<file path="src/rtl/udp_tx_packetizer8.sv">
// Cuts a byte stream into fixed-length UDP payloads for one TX channel of the 8-bit UDP core.
// Optional idle-timeout auto-flush is enabled by defining PKT_TIMEOUT_EN.
module udp_tx_packetizer8 #(
    parameter int PAYLOAD_LEN     = 1024,
    parameter int DATA_FIFO_DEPTH = 8192,
    parameter int TIMEOUT_CYCLES  = 65535
) (
    input  logic        user_clk,
    input  logic        user_sync_rst,
    input  logic        in_valid,
    input  logic [7:0]  in_data,
    output logic        in_ready,
    input  logic        in_flush,
    input  logic [15:0] dest_port,
    input  logic [47:0] dest_mac,
    input  logic [31:0] dest_ip,
    output logic        wrreq_data_udp_txfifo,
    output logic [7:0]  data_to_udp_txfifo,
    input  logic [12:0] wrusedw_data_udp_txfifo,
    output logic        wrreq_status_udp_txfifo,
    output logic [95:0] status_to_udp_txfifo,
    input  logic        wrfull_status_udp_txfifo,
    output logic [31:0] pkt_count,
    output logic        busy
);

    typedef enum logic [2:0] {
        IDLE,
        WAIT_ROOM,
        FILL,
        PAD,
        COMMIT
    } state_t;

    localparam logic [12:0] LEN      = 13'(PAYLOAD_LEN);
    localparam logic [13:0] ROOM_MAX = 14'(DATA_FIFO_DEPTH - PAYLOAD_LEN - 2);

    state_t      state_q;
    state_t      state_d;
    logic [12:0] byte_cnt_q;
    logic [12:0] byte_cnt_d;
    logic [12:0] cnt_inc;
    logic [95:0] dst_q;
    logic        wr_data_q;
    logic [7:0]  data_q;
    logic        wr_stat_q;
    logic [95:0] stat_q;
    logic [31:0] pkt_q;
    logic        hs;
    logic        room_ok;
    logic        latch_dst;
    logic        timeout;

    assign in_ready = (state_q == FILL);
    assign busy     = (state_q != IDLE);
    assign hs       = in_valid & in_ready;
    assign cnt_inc  = byte_cnt_q + 13'd1;
    assign room_ok  = ({1'b0, wrusedw_data_udp_txfifo} <= ROOM_MAX) &&
                      !wrfull_status_udp_txfifo;

`ifdef PKT_TIMEOUT_EN
    localparam logic [15:0] IDLE_LAST = 16'(TIMEOUT_CYCLES - 1);

    logic [15:0] idle_q;

    // Fires on the cycle that completes TIMEOUT_CYCLES idle FILL cycles
    assign timeout = !hs && (idle_q == IDLE_LAST) && (byte_cnt_q != 13'd0);

    always_ff @(posedge user_clk) begin
        if (user_sync_rst) begin
            idle_q <= 16'd0;
        end else if (state_q != FILL || hs) begin
            idle_q <= 16'd0;
        end else begin
            idle_q <= idle_q + 16'd1;
        end
    end
`else
    assign timeout = 1'b0;
`endif

    always_comb begin
        state_d    = state_q;
        byte_cnt_d = byte_cnt_q;
        latch_dst  = 1'b0;
        unique case (state_q)
            IDLE: begin
                if (in_valid || in_flush) begin
                    latch_dst = 1'b1;
                    state_d   = WAIT_ROOM;
                end
            end
            WAIT_ROOM: begin
                if (room_ok) begin
                    state_d = FILL;
                end
            end
            FILL: begin
                if (hs) begin
                    byte_cnt_d = cnt_inc;
                end
                // An accepted byte is counted before a same-cycle flush is judged
                if (hs && cnt_inc == LEN) begin
                    state_d = COMMIT;
                end else if (in_flush || timeout) begin
                    state_d = (byte_cnt_d != 13'd0) ? PAD : IDLE;
                end
            end
            PAD: begin
                byte_cnt_d = cnt_inc;
                if (cnt_inc == LEN) begin
                    state_d = COMMIT;
                end
            end
            COMMIT: begin
                byte_cnt_d = 13'd0;
                state_d    = IDLE;
            end
            default: begin
                byte_cnt_d = 13'd0;
                state_d    = IDLE;
            end
        endcase
    end

    always_ff @(posedge user_clk) begin
        if (user_sync_rst) begin
            state_q    <= IDLE;
            byte_cnt_q <= 13'd0;
            dst_q      <= 96'd0;
            wr_data_q  <= 1'b0;
            data_q     <= 8'd0;
            wr_stat_q  <= 1'b0;
            stat_q     <= 96'd0;
            pkt_q      <= 32'd0;
        end else begin
            state_q    <= state_d;
            byte_cnt_q <= byte_cnt_d;
            if (latch_dst) begin
                dst_q <= {dest_port, dest_mac, dest_ip};
            end
            wr_data_q <= hs || (state_q == PAD);
            if (hs) begin
                data_q <= in_data;
            end else if (state_q == PAD) begin
                data_q <= 8'h00;
            end
            wr_stat_q <= (state_q == COMMIT);
            if (state_q == COMMIT) begin
                stat_q <= dst_q;
                pkt_q  <= pkt_q + 32'd1;
            end
        end
    end

    assign wrreq_data_udp_txfifo   = wr_data_q;
    assign data_to_udp_txfifo      = data_q;
    assign wrreq_status_udp_txfifo = wr_stat_q;
    assign status_to_udp_txfifo    = stat_q;
    assign pkt_count               = pkt_q;

endmodule

</file>
<file path="config.mk">
export PLATFORM = sky130hd
export DESIGN_NAME = udp_tx_packetizer8
export DESIGN_NICKNAME = d
export VERILOG_FILES = /design/src/rtl/udp_tx_packetizer8.sv
export SDC_FILE = /design/constraint.sdc
export NUM_CORES = 1
export LEC_CHECK = 0
export CAP_MARGIN = 10
export CELL_PAD_IN_SITES_DETAIL_PLACEMENT = 1
export CELL_PAD_IN_SITES_GLOBAL_PLACEMENT = 1
export CORE_UTILIZATION = 31
export DETAILED_ROUTE_END_ITERATION = 6
export PLACE_DENSITY = 0.86
export SYNTH_ARGS = -nofsm -noshare
export SYNTH_HDL_FRONTEND = slang
export SYNTH_SLANG_ARGS = --single-unit
export TNS_END_PERCENT = 30
</file>
<file path="constraint.sdc">
create_clock -name user_clk -period 2 [get_ports user_clk]
set_input_delay 0.4 -clock user_clk [delete_from_list [all_inputs] [get_ports user_clk]]
set_output_delay 0.4 -clock user_clk [all_outputs]
set_load 0.05 [all_outputs]
</file>
==> results of run 1 <==
## per-layer routing
metal  track usage [%]  up-vias  routed length, microns
met4             5.698        0                     816
li1                  -     4506                       -
met3             4.446       49                    1973
met5                 0        -                       0
met1             21.94     4539                   12770
met2             37.09      215                   16400
## sequential cells by signal, indices dropped and copies added, names as in the netlist
name / cells
byte_cnt_q: 13
data_to_udp_txfifo: 8
dst_q: 96
pkt_count: 32
state_q: 3
status_to_udp_txfifo: 96
wrreq_data_udp_txfifo: 1
wrreq_status_udp_txfifo: 1
## logic make-up after synthesis
group,count (synthesis),share of synthesized area [%]
AO/OA/AOI/OAI,251,14.31
adder cells (fa/ha/maj),3,0.3942
flip-flops,250,52.55
multiplexers,1,0.1051
XOR/XNOR,37,3.403
buffers and inverters,90,3.928
AND/OR/NAND/NOR,563,25.32
## stage by stage
stage,hold WS (ns),TNS (ns),worst slack (ns),instance area [sq um]
2_1_floorplan,0.4322,-0.4187,-0.1026,9638
3_3_place_gp,0.4350,-1.230,-0.3576,12980
3_5_place_dp,0.4470,-3.772,-0.4462,12980
4_1_cts,0.1748,-0.7299,-0.1970,13940
5_1_grt,0.1859,-0.7493,-0.2604,14030
6_report,0.2026,-0.4272,-0.1995,14030
## repair_timing
action / CTS / global route
hold buffers: 0 / 0
pin swaps: 6 / 5
buffers inserted: 1 / 5
setup endpoints to repair: 128 / 15
resized for setup: 140 / 19
## area by class of cell
type,count,area [sq um]
clock buffers,40,848.3
flip-flops and latches,250,5072
inverters,3,11.26
diodes,1,2.502
clock inverters,12,191.4
repair buffers,335,3108
well taps,390,488.0
multi-input cells,855,4312
fillers,3565,15920
## placed cells by master (no fill, tap or decap), drive strengths merged, types with 2 or more instances in the layout
cell	Yosys	routed
o21ai	15	15
a31oi	3	3
a211o	3	3
clkinv	0	7
nand2b	2	2
bufinv	0	4
dlygate4sd2	0	120
ha	3	3
a21oi	207	207
nor4	4	4
clkbuf	69	41
nor2	59	59
or4	2	2
dfxtp	250	250
nor2b	7	7
nand4	16	16
or2	4	4
and4	7	7
inv	3	3
a2111oi	2	2
xnor2	17	17
nand2	408	408
or3	14	14
clkdlybuf4s50	0	120
a22oi	8	8
and3	7	7
buf	18	94
nand3	16	16
nor4bb	2	2
nor3	9	9
xor2	20	20
## path summary, 6_finish.rpt
check                 from                       end
max          byte_cnt_q[9]                state_q[1]
min          user_sync_rst     data_to_udp_txfifo[0]
max reg2reg  byte_cnt_q[9]                state_q[1]
min reg2reg      dst_q[80]  status_to_udp_txfifo[80]
## power by group through the flow
stage	combinational (uW)	sequential [uW]	clock, uW
final	1910	5510	5640
after global placement	1850	5580	0
after floorplan	1020	5570	0
after detailed placement	1900	5600	0
after global routing	2110	5550	5970
after CTS	1920	5510	5780
## cells in the mapped netlist (4+ instances only)
| library cell | count | area [sq um] |
|---|---|---|
| and3_1 | 7 | 43.79 |
| nand3_1 | 16 | 80.08 |
| nor2b_1 | 7 | 43.79 |
| or2_2 | 4 | 25.02 |
| a21oi_1 | 207 | 1036 |
| nor4_1 | 4 | 25.02 |
| xor2_1 | 20 | 175.2 |
| dfxtp_1 | 250 | 5005 |
| or3_1 | 14 | 87.58 |
| clkbuf_1 | 69 | 259.0 |
| o21ai_0 | 14 | 70.07 |
| buf_2 | 8 | 40.04 |
| a22oi_1 | 8 | 60.06 |
| nand4_1 | 14 | 87.58 |
| buf_1 | 5 | 18.77 |
| and4_1 | 7 | 61.31 |
| nand2_1 | 408 | 1531 |
| xnor2_1 | 17 | 148.9 |
| nor3_1 | 9 | 45.04 |
| nor2_1 | 58 | 217.7 |
## worst reg2reg max path, cell delays in order (launching register included)
cell and delay [ns]:
dfxtp_1 0.41, nand2_1 0.14, or3_1 0.40, o2bb2ai_2 0.15
nor4bb_4 0.40, a2111oi_2 0.13, and3_1 0.18, a211o_1 0.27
==> metrics.md, run 1 <==
| Metric | Value |
|---|---|
| Die W | `roughly 180 microns` |
| Die area | `31430 sq um` |
| Synth async-reset ratio | `0%` |
| Sequential share of the synthesized area | `52.55%` |
| CP peak stage delay | `between 0.4 and 0.5 ns` |
| Initial antenna violation count | `1` |
| Max VDD drop | `0.6382 mV` |
| Slew @ Worst Pin | `between 0.5 and 0.6 ns` |
| Standard-cell row count | `63` |
| Initial core utilization | `around a third` |
| P_int | `between 9000 and 10000 uW` |
| CTS tree | `done` |
| Pwr Density | `930.2 nW/um^2` |
| Net Sw Frac | `26.65%` |
| Number of flops mapped to enable cells by yosys | `0` |
| Maxcap violations | `0` |
| Fin crit share | `110.0%` |
| Peak fanout along the critical path | `5` |
| Antenna-violating nets left | `0` |
| Final Util | `between 40% and 50%` |
| Clk Latency, worst-skew pair | `0.56 ns` |
| CP top delay family | `simple AND/OR/NAND/NOR gates` |
| Post-Syn Area | `9524 sq um` |
| WP data required | `2.43 ns` |
| Reg2Reg Depth | `7` |
| Clk slew on worst S/H paths | `around 0.060 ns` |
| Core ar. | `approximately 30000 sq um` |
| Flops & latches, synth | `250` |
| Layout cells sized above 1 | `between 10% and 20%` |
| Clock Skews | `0.02250 ns` |
| Fin. max-slew vios | `0` |
| YS warnings | `0` |
| Largest net degree at the start of global routing | `between 100 and 150` |
| Drt via density | `between 4 and 5` |
| First-pass GRT wire length | `between 40000 and 50000 microns` |
| GRT Util Overall | `around a fifth` |
| Post-route insts no fill | `between 1500 and 2000` |
| Syn_area_per_cell | `between 7 and 8 sq um` |
| Sequence of cells on the critical path | `nand2_1, or3_1, o2bb2ai_2, nor4bb_4, a2111oi_2, and3_1, a211o_1` |
| Number of global-route vias before repair | `9982` |
| Status | `complete, but fails checks` |
| Startpoint type of the worst setup path | `register` |
| Final hold viol count | `0` |
| Reg-to-reg slack, setup | `-0.20 ns` |
| Wirelength, routed | `31960 microns` |
| Avg WL per Cell | `16.94 microns` |
| DIE HEIGHT | `177.3 microns` |
| Clk network pwr share | `a little over two fifths` |
| DRT iter0 DRCs | `between 400 and 500` |
| Seq pwr share | `approximately 42%` |
| Crit end category | `register` |
| Num Clock Sinks | `250` |
| Final setup margin | `-0.1995 ns` |
| Synth Net Count | `1320` |
| GR Overflow Total | `0` |
| Failing checks | `setup timing` |
| Post-Synthesis Cells | `around 1200` |
| Area delta synth->final | `47.35%` |
| CTS buffer count | `28` |
| Distinct cells, synth | `56` |
| First drt pass iteration count | `4` |
| Post-DP HPWL | `20900 microns` |
| Maximum clock frequency | `around 450 MHz` |
| Critical path class | `register to register` |
| Slowest CP cell | `dfxtp_1` |
| WP data arrival | `approximately 2.6 ns` |
| CTS max path bufs | `3` |
| Final setup vio count | `4` |
| Rel. slew slack | `between 60% and 70%` |
| Final #Nets | `roughly 1600` |
| Leakage | `around 0.0057 uW` |
| Worst path depth | `7` |
| Clock root buffer | `clkbuf_16` |
| HP Class | `primary input to register` |
| Final Wtd Congestion | `0.8201` |
| DRC viols | `0` |
| Final worst path period need | `about 2.2 ns` |
| RSZ-0062 raised after global routing | `true` |
| Worst path bufs/invs | `0` |
| Hold path depth | `2` |
| Gate power share | `roughly 15%` |
| Net Sw Power | `approximately 3500 uW` |
| H-tree Lvls | `1` |
| Vias | `approximately 9300` |
| Power after layout | `13050 uW` |
| Post-synth top flop | `dfxtp_1` |
| Ports | `262` |
| Port buffer count | `261` |
| Dpl cells | `roughly 1800` |
Note: power is estimated with default switching activity, not from simulation.
==> inputs of run 2 (changes only) <==
--- a/config.mk
+++ b/config.mk
@@ -8,9 +8,10 @@
 export CAP_MARGIN = 10
 export CELL_PAD_IN_SITES_DETAIL_PLACEMENT = 1
 export CELL_PAD_IN_SITES_GLOBAL_PLACEMENT = 1
-export CORE_UTILIZATION = 31
+export CORE_UTILIZATION = 35
 export DETAILED_ROUTE_END_ITERATION = 6
-export PLACE_DENSITY = 0.86
+export DONT_BUFFER_PORTS = 1
+export PLACE_DENSITY = 0.77
 export SYNTH_ARGS = -nofsm -noshare
 export SYNTH_HDL_FRONTEND = slang
 export SYNTH_SLANG_ARGS = --single-unit
==> run 2 against run 1 <==
  * The run still ends with setup timing left
  * Cell count fell by 11%
  * Die area fell by 11%
  * Clock skew fell by 0.0083 ns
  * Highest routed layer unchanged
  * Power fell by 7.6%
==> metrics.md, run 2 (synthesis results as in run 1) <==
| Metric | Value |
|---|---|
| Clk Latency, worst-skew pair | `approximately 0.54 ns` |
| Max VDD drop | `approximately 0.55 mV` |
| Layout cells sized above 1 | `15.30%` |
| Final Wtd Congestion | `roughly 0.84` |
| Footprint of the multi-input gates | `approximately 4300 sq um` |
| Most common cell after layout, fill and taps aside | `nand2_1` |
| First drt pass iteration count | `6` |
| Die area | `approximately 28000 sq um` |
| Reg2Reg Depth | `8` |
| Met1 WL | `between 10000 and 15000 microns` |
| Ports | `~260` |
| Wirelength, routed | `29760 microns` |
| DIE HEIGHT | `roughly 170 microns` |
| Tightest hold margin | `0.0004244 ns` |
| CTS tree | `done` |
| Crit end category | `register` |
| Initial core utilization | `a little over a third` |
| DR WL met2 | `approximately 15000 microns` |
| Register area | `just over 5000 sq um` |
| Die W | `between 150 and 200 microns` |
| Pwr Density | `974.1 nW/um^2` |
| First-pass GRT wire length | `46030 microns` |
| Final setup margin | `-0.2269 ns` |
| Standard-cell row count | `60` |
| Final worst path period need | `around 2.2 ns` |
| Final #Nets | `about 1400` |
| Post-place setup slack | `-0.3423 ns` |
| Fin. max-slew vios | `0` |
| Maximum clock frequency | `between 400 and 500 MHz` |
| Post-DP HPWL | `17960 microns` |
| Number of global-route vias before repair | `9001` |
| GRT Util Overall | `roughly 20%` |
| Sequence of cells on the critical path | `buf_6, nand4_4, buf_12, or3_1, o2bb2ai_2, nand2_1, or4_4, a211o_1` |
| Slowest CP cell | `or4_4` |
| Final setup vio count | `4` |
| Avg WL per Cell | `roughly 18 microns` |
| Antenna-violating nets left | `0` |
| Startpoint type of the worst setup path | `register` |
| CP peak stage delay | `between 0.5 and 0.6 ns` |
| Hold path depth | `2` |
| Clock Skews | `~0.014 ns` |
| Status | `complete, but fails checks` |
| Drt via density | `between 5 and 6` |
| Maxcap violations | `0` |
| GR Overflow Total | `0` |
| Worst path bufs/invs | `2` |
| Clk slew on worst S/H paths | `0.06 ns` |
| RSZ-0062 raised after global routing | `true` |
| Fin crit share | `111.3%` |
| Critical path class | `register to register` |
| Core ar. | `around 27000 sq um` |
| H-tree Lvls | `1` |
| Area delta synth->final | `30.02%` |
| Clock root buffer | `clkbuf_16` |
| WP data arrival | `2.65 ns` |
| Power after layout | `12060 uW` |
| CP top delay family | `simple AND/OR/NAND/NOR gates` |
| Num Clock Sinks | `250` |
| WL met3 | `1906 microns` |
| Slew @ Worst Pin | `slightly below 0.7 ns` |
| Failing checks | `setup timing` |
| CTS max path bufs | `3` |
| Final hold viol count | `0` |
| CTS buffer count | `28` |
| WP data required | `approximately 2.4 ns` |
| DRC viols | `0` |
| Largest net degree at the start of global routing | `between 200 and 250` |
| Port buffer count | `0` |
| Top Metal Used | `met4` |
| Fillers | `roughly 3100` |
| Rel. slew slack | `between 50 and 60%` |
| Worst path depth | `8` |
| Most frequent cells in the layout | `nand2_1, dfxtp_1, a21oi_1` |
| HP Class | `primary input to register` |
| Initial antenna violation count | `1` |
| Vias | `8721` |
| Leakage | `0.004531 uW` |
| Peak fanout along the critical path | `4` |
| DRT iter0 DRCs | `just over 500` |
==> run 2: final timing paths <==
path | from | to | slack, ns
max | byte_cnt_q[0] | state_q[1] | -0.23
min | dest_mac[38] | dst_q[70] | 0.0004
max reg2reg | byte_cnt_q[0] | state_q[1] | -0.23
min reg2reg | dst_q[51] | status_to_udp_txfifo[51] | 0.44
==> run 2: repair_timing <==
| action | CTS | global route |
|---|---|---|
| gates resized for setup | 23 | 20 |
| pin swaps | 11 | 3 |
| hold endpoints to repair | 214 | 21 |
| hold buffers | 70 | 5 |
| setup buffers | 5 | 2 |
| endpoints found under the setup margin | 9 | 15 |
==> run 2: where the power goes <==
part / leakage [uW] / switching (uW) / internal (uW) / total [uW]
Clock: 0.000435 / 1970 / 2930 / 4900
Sequential: 0.00205 / 235 / 5310 / 5540
Combinational: 0.00205 / 988 / 635 / 1620
==> run 2: through the flow <==
step / cell area [sq um] / std cells / setup TNS [ns] / utilization [%]
CTS: 12250 / 1667 / -0.7465 / 45.72
finish: 12380 / 1675 / -0.5343 / 46.20
global route: 12380 / 1675 / -0.8821 / 46.20
global placement: 10520 / 1545 / -0.4114 / 39.26
floorplan: 9638 / 1195 / -0.4187 / -
detailed placement: 10520 / 1545 / -0.7935 / 39.26
==> run 2: area by class of cell <==
cell class              instances  share of cell area (%)
diodes                          1                 0.02021
clock buffers                  44                   6.972
clock inverters                 3                  0.1516
inverters                       3                 0.09094
multi-input cells             855                   34.99
flip-flops and latches        250                   40.96
well taps                     341                   3.445
repair buffers                178                   13.37
==> run 2: layer usage <==
layer	global-route usage, %	up-vias
met5	0	-
met4	8.615	0
met3	5.062	80
met2	35.58	258
met1	23.06	4182
li1	-	4201
